`src/rtl/rst_sequencer.sv`:
```
// rst_sequencer: board reset controller. Waits for a stable, synchronized PLL
// lock, then releases the reset domains one at a time, starting at bit 0.
// All domains are reasserted together on lock loss or on a software request.
// Optional feature macro: RST_SEQ_CAUSE_EN adds cause_o and rst_count_o.
module rst_sequencer #(
  parameter int unsigned NUM_DOMAINS = 4,
  parameter int unsigned HOLD_CYCLES = 16,
  parameter int unsigned STEP_CYCLES = 8,
  parameter int unsigned SYNC_STAGES = 2
) (
  input  logic                   clk_i,
  input  logic                   rst_ni,
  input  logic                   pll_locked_i,
  input  logic                   sw_rst_i,
  output logic [NUM_DOMAINS-1:0] rst_no,
  output logic                   done_o
`ifdef RST_SEQ_CAUSE_EN
  ,
  output logic [1:0]             cause_o,
  output logic [7:0]             rst_count_o
`endif
);

  localparam int unsigned CNT_MAX = (HOLD_CYCLES > STEP_CYCLES) ? HOLD_CYCLES : STEP_CYCLES;
  localparam int unsigned CW      = $clog2(CNT_MAX + 1);
  localparam int unsigned IW      = $clog2(NUM_DOMAINS + 1);

  localparam logic [CW-1:0]          HOLD_TC = CW'(HOLD_CYCLES - 1);
  localparam logic [CW-1:0]          STEP_TC = CW'(STEP_CYCLES - 1);
  localparam logic [IW-1:0]          LAST_IX = IW'(NUM_DOMAINS - 1);
  localparam logic [NUM_DOMAINS-1:0] ND_ONE  = NUM_DOMAINS'(1);

  typedef enum logic [1:0] {
    WAIT_LOCK,
    HOLD,
    RELEASE,
    RUN
  } state_e;

  logic [SYNC_STAGES-1:0] sync_q, sync_d;
  logic                   lock_s;

  state_e                 state_q, state_d;
  logic [CW-1:0]          cnt_q, cnt_d;
  logic [IW-1:0]          idx_q, idx_d;
  logic [NUM_DOMAINS-1:0] rst_q, rst_d;
  logic                   done_q, done_d;

  // Lock synchronizer: the only consumer of pll_locked_i.
  always_comb begin
    sync_d = {sync_q[SYNC_STAGES-2:0], pll_locked_i};
  end

  assign lock_s = sync_q[SYNC_STAGES-1];

  // Next state: sequencing first, then the reassert events override it.
  always_comb begin
    state_d = state_q;
    cnt_d   = cnt_q;
    idx_d   = idx_q;
    rst_d   = rst_q;
    done_d  = done_q;

    unique case (state_q)
      WAIT_LOCK: begin
        cnt_d = '0;
        if (lock_s && !sw_rst_i) state_d = HOLD;
      end
      HOLD, RELEASE: begin
        if ((state_q == HOLD && cnt_q == HOLD_TC) ||
            (state_q == RELEASE && cnt_q == STEP_TC)) begin
          // idx_q is 0 in HOLD, so both states release bit idx_q here.
          cnt_d = '0;
          rst_d = rst_q | (ND_ONE << idx_q);
          idx_d = idx_q + IW'(1);
          if (idx_q == LAST_IX) begin
            done_d  = 1'b1;
            state_d = RUN;
          end else begin
            state_d = RELEASE;
          end
        end else begin
          cnt_d = cnt_q + CW'(1);
        end
      end
      RUN: begin
        state_d = RUN;
      end
      default: begin
        state_d = WAIT_LOCK;
      end
    endcase

    if (!lock_s) begin
      state_d = WAIT_LOCK;
      cnt_d   = '0;
      idx_d   = '0;
      rst_d   = '0;
      done_d  = 1'b0;
    end else if (sw_rst_i) begin
      state_d = HOLD;
      cnt_d   = '0;
      idx_d   = '0;
      rst_d   = '0;
      done_d  = 1'b0;
    end
  end

  // State and output registers.
  always_ff @(posedge clk_i or negedge rst_ni) begin
    if (!rst_ni) begin
      sync_q  <= '0;
      state_q <= WAIT_LOCK;
      cnt_q   <= '0;
      idx_q   <= '0;
      rst_q   <= '0;
      done_q  <= 1'b0;
    end else begin
      sync_q  <= sync_d;
      state_q <= state_d;
      cnt_q   <= cnt_d;
      idx_q   <= idx_d;
      rst_q   <= rst_d;
      done_q  <= done_d;
    end
  end

  assign rst_no = rst_q;
  assign done_o = done_q;

`ifdef RST_SEQ_CAUSE_EN
  logic [1:0] cause_q, cause_d;
  logic [7:0] evt_cnt_q, evt_cnt_d;
  logic       sw_prev_q, sw_prev_d;
  logic       lock_evt, sw_evt;

  // Cause tracking: a held software request counts once, on its first edge.
  always_comb begin
    lock_evt  = !lock_s && (state_q != WAIT_LOCK);
    sw_evt    = lock_s && sw_rst_i && !sw_prev_q && (state_q != WAIT_LOCK);
    cause_d   = cause_q;
    evt_cnt_d = evt_cnt_q;
    sw_prev_d = sw_rst_i;
    if (lock_evt) begin
      cause_d = 2'b01;
    end else if (sw_evt) begin
      cause_d = 2'b10;
    end
    if ((lock_evt || sw_evt) && (evt_cnt_q != '1)) begin
      evt_cnt_d = evt_cnt_q + 8'd1;
    end
  end

  // Cause registers.
  always_ff @(posedge clk_i or negedge rst_ni) begin
    if (!rst_ni) begin
      cause_q   <= '0;
      evt_cnt_q <= '0;
      sw_prev_q <= 1'b0;
    end else begin
      cause_q   <= cause_d;
      evt_cnt_q <= evt_cnt_d;
      sw_prev_q <= sw_prev_d;
    end
  end

  assign cause_o     = cause_q;
  assign rst_count_o = evt_cnt_q;
`endif

endmodule

```
`config.mk`:
```
export PLATFORM = sky130hd
export DESIGN_NAME = rst_sequencer
export DESIGN_NICKNAME = d
export VERILOG_FILES = /design/src/rtl/rst_sequencer.sv
export SDC_FILE = /design/constraint.sdc
export NUM_CORES = 1
export LEC_CHECK = 0
export CAP_MARGIN = 20
export CORE_ASPECT_RATIO = 1.4
export CORE_MARGIN = 3
export CORE_UTILIZATION = 55
export DETAILED_ROUTE_END_ITERATION = 7
export GPL_ROUTABILITY_DRIVEN = 1
export PLACE_DENSITY = 0.77
export SLEW_MARGIN = 40
export SYNTH_ARGS = -nofsm -noshare
export SYNTH_HDL_FRONTEND = slang
export SYNTH_SLANG_ARGS = --single-unit
```
`constraint.sdc`:
```
create_clock -name clk_i -period 4.9 [get_ports clk_i]
set_input_delay 1.225 -clock clk_i [delete_from_list [all_inputs] [get_ports clk_i]]
set_output_delay 1.225 -clock clk_i [all_outputs]
set_load 0.005 [all_outputs]
```
-- Word level (Yosys, flattened, before mapping)
Index checks and enable logic that the tools add are counted.
- flip-flop bits (word level): 17
- bits of input ports: 4
- word-level logic and storage cells: 55
- add/sub/neg operators: 2
- equal/unequal tests: 12
- shift operators: 1
- mux-type cells: 23
- bitwise operators: 1
- reduce and logical (&&, ||, !) cells: 10
- operators with widths (kind ; count):
    2-to-1 mux 4 bit ; 4
    2-to-1 mux 5 bit ; 3
    2-to-1 mux 3 bit ; 4
    one-hot mux 5 bit (2 select lines) ; 1
    inequality test 3 x 2 -> 1 bit (second input constant) ; 3
    2-to-1 mux 2 bit ; 4
    inequality test 4 bit (second input constant) ; 2
    2-to-1 mux 1 bit ; 6
    one-hot mux 2 bit (3 select lines) ; 1
    adder 5 x 1 -> 5 bit (second input constant) ; 1
    equality test 5 x 3 -> 1 bit (second input constant) ; 1
    equality test 5 x 4 -> 1 bit (second input constant) ; 1
    equality test 2 bit (second input constant) ; 2
    inequality test 4 x 2 -> 1 bit (second input constant) ; 1
    OR 4 bit ; 1
    AND reduction 2 bit ; 2
    << shifter 1 x 3 -> 4 bit (first input constant) ; 1
    adder 3 x 1 -> 3 bit (second input constant) ; 1
    equality test 3 x 2 -> 1 bit (second input constant) ; 1
    logical AND 1 bit ; 3
    AND reduction 3 bit ; 1
    equality test 2 x 1 -> 1 bit (second input constant) ; 1
    logical NOT 2 bit ; 1
    OR reduction 2 bit ; 1
    other kinds (2) ; 2

-- Longest topological paths before layout
- word-level depth: 7
- mapped depth: 6
- gate-level depth less buffers: 6

-- Worst setup path after synthesis
Ideal clock, no wire load.
- kind: input-to-reg
- from: in sw_rst_i
- to: reg state_q[1]
- setup time: 0.125 ns
- data arrival time: 1.984 ns
- setup slack: 2.791 ns
- stages: 4
- buffers on the path: 1
- path through: and2b_1 > buf_6 > o2111ai_4 > mux2_4
- longest elaborated chain between the ends: 4
- elaborated cells between the ends (all ways): 7
- RTL lines (element ; RTL line ; RTL):
    from (decl) ; 14 ; input logic sw_rst_i,
    logical NOT 1 bit ; 67 ; if (lock_s && !sw_rst_i) state_d = HOLD;
    logical AND 1 bit ; 67 ;
    inequality test 4 bit (no source line) ; -- ;
    AND reduction 2 bit (no source line) ; -- ;
    to (signal assigned) ; 120 ; state_q <= state_d;
    to (decl) ; 43 ; state_e state_q, state_d;
Parallel ways exist; a longest one is shown, timed or not.
A chain may end at the register's enable or synchronous reset.

-- Worst setup path in the final report
Ends and elaborated chain as after synthesis.

==> summary.txt <==
Run status
  • Status: finished clean

GRT
  • Largest net degree at the start of global routing: 20
  • GRT overflow: 0
  • Total global-route track usage: 0.163
  • Vias in the first global route: 694
  • Initial antenna violation count: 0
  • First-pass GRT wire length: 3000 um

Layout
  • Share of post-route cells with drive strength above 1: 0.0777
  • Commonest non-fill, non-tap cell in the layout: dfrtp_1
  • Final Instance Count excl. Fillers: 122
  • N_diodes: 0
  • Nets: 120
  • Core Util, Final: 0.673
  • P&R area growth vs syn: 10.9%
  • Most frequent cells in the layout: dfrtp_1 (17), ha_1 (12), nand2_1 (11)

Worst setup path
  • CP Data Required Time: 5100 ps
  • CP delay by family, top: simple AND/OR/NAND/NOR gates
  • CP arrival: 2900 ps
  • CP max stage cell: and2b_1
  • Critical path class: in2reg
  • Largest fanout on the critical path: 19
  • Largest stage delay, worst path: 590 ps
  • CP Launch Type: input port
  • Number of buffers and inverters on the critical path: 1
  • CP Cell Sequence: clkdlybuf4s50_1, and2b_1, o2111ai_4, mux2_4
  • Critical Path Sink Type: flip-flop

Synth
  • Post-synth net total: 110
  • Mean post-synth cell area: 10.7 um^2
  • Top_reg_cell synth: dfrtp_1
  • Area leader, netlist: dfrtp_1
  • Share of the yosys chip area belonging to registers: 0.423
  • Synth unique cells: 27
  • Number of synthesized flops with an enable pin: 0
  • Synth area leaders: dfrtp_1 (42%), ha_1 (15%), nand2_1 (4.1%), mux2i_1 (4.0%), nand3_1 (3.5%)
  • YS warnings: 0
  • Share of the synthesized area in the top cell type: 0.423
  • Synthesized flop and latch total: 17
  • Synthesized netlist cell count: 94
  • Post-Syn Area: 1010 um^2
  • Share of synthesized registers carrying an async set or reset: 1.00

Timing
  • Fin crit share: 0.552
  • Max Clock Skew: 12.1 ps
  • Worst hold slack: 363 ps
  • Setup Total Neg Slack: 0 ps
  • Tmin final: 2710 ps
  • FMAX: 370 MHz
  • Worst-Margin Slew: 727 ps
  • Slew margin rel.: 0.514
  • Setup violators final: 0
  • RSZ-0062 raised after global routing: false
  • Final Slew Violations: 0
  • Final hold vios: 0

Pwr
  • Peak VDD IR: 0.194 mV
  • LEAKAGE: 0.549 nW
  • Pwr Density: 226 nW/um^2

CTS
  • Clock buffer depth: 2
  • Clock latency on the worst-skew pair: 300 ps
  • Hold-fix buffers at CTS: 0
  • Worst-path clk slew: 100 ps
  • TritonCTS Buffers: 3
  • Post_cts resized: 0
  • Post-CTS setup buffer count: 0
  • Htree depth: 1
  • # clock sinks: 17
  • CTS tree: done
  • Root Driver: clkbuf_4

Die
  • Initial core utilization: 0.606
  • Die H: 56.6 um
  • Site Rows: 17
  • Die Area: 2390 um^2
  • Die W: 42.1 um
  • # IOs: 9
  • Core ar.: 1660 um^2

Hold path
  • Hold Crit Class: reg2reg

Route
  • Drt via density: 5.61
  • Via Count: 684
  • Routed len/inst: 14.0 um
  • Drt total wl: 1710 um
  • DR iter-0 viols: 15
  • DR DRC count: 0
  • Routed Antenna Nets: 0
  • TritonRoute pass-1 iters: 4

Place
  • Placed insts: 118
  • GPL Wtd Cong: 0.743
  • Hpwl dp: 1310 um
  • PortBufs: 8

Run
  • Max cap viols: 0
## cells in the mapped netlist (all sizes together), types with 2 or more instances
master,number
o21ai,5
o32ai,2
ha,12
buf,3
o31ai,2
inv,9
nand2b,3
nand3,7
and3,2
mux2i,4
dfrtp,17
a21oi,4
nand2,11
## flip-flops by register name, summed over array words and instances (netlist names)
register  count
rst_no        4
state_q       2
sync_q        2
done_o        1
idx_q         3
cnt_q         5
## power by group
| group | switching (mW) | leakage (nW) | total (mW) | internal [mW] |
|---|---|---|---|---|
| clock network | 0.0447 | 0.0177 | 0.0751 | 0.0304 |
| logic | 0.0188 | 0.301 | 0.0306 | 0.0118 |
| registers | 0.00328 | 0.230 | 0.147 | 0.144 |
| total | 0.0669 | 0.549 | 0.253 | 0.186 |
## routing by layer
layer | track usage | up-vias | share of wire
met5 | 0 | - | 0
met4 | 0.0800 | 0 | 0.025
met3 | 0.0224 | 5 | 0.020
met2 | 0.272 | 8 | 0.52
met1 | 0.203 | 328 | 0.44
li1 | - | 343 | -
## worst paths after layout
kind,startpoint,to,slack (ps),depth (start not counted)
max,sw_rst_i,state_q[1]$_DFFE_PN0P_,2190,4
min,sync_q[0]$_DFF_PN0_,sync_q[1]$_DFF_PN0_,360,0
max reg2reg,cnt_q[0]$_DFFE_PN0P_,state_q[1]$_DFFE_PN0P_,2930,6
min reg2reg,sync_q[0]$_DFF_PN0_,sync_q[1]$_DFF_PN0_,360,0
max in group asynchronous,rst_ni,idx_q[0]$_DFFE_PN0P_,3080,1
min in group asynchronous,rst_ni,cnt_q[0]$_DFFE_PN0P_,1350,1
## metrics by stage
step	total power, mW	instance area [um^2]	worst slack, ps
2_1_floorplan	0.171	1010	2790
3_3_place_gp	0.179	1090	1900
3_5_place_dp	0.181	1090	1890
4_1_cts	0.254	1120	2200
5_1_grt	0.265	1120	2040
6_report	0.253	1120	2190
## cell type report
cell class	instances	area, um^2
fill	132	543
multi-input combinational	65	526
sequential	17	425
timing repair buffer	8	80.1
inverter	9	33.8
tap	19	23.8
clock buffer	3	22.5
clock inverter	1	5.00
## worst reg2reg max path: stages (launching register included)
cell and delay (ps):
dfrtp_1 440, ha_1 280, and3_1 210, ha_1 220, nand2_1 160, o2111ai_4 200, mux2_4 360
## cells by family (layout without fill, tap and decap cells)
kind of cell,Yosys count,count (layout),synth area share
AOI/OAI and AO/OA,18,18,0.148
xor gates and xnor gates,1,1,0.00871
adders and majority gates,12,12,0.149
buffers and inverters,12,21,0.0547
DFF,17,17,0.423
muxes,5,5,0.0547
and+or+nand+nor,29,29,0.162
(Power assumes the default switching activity.)
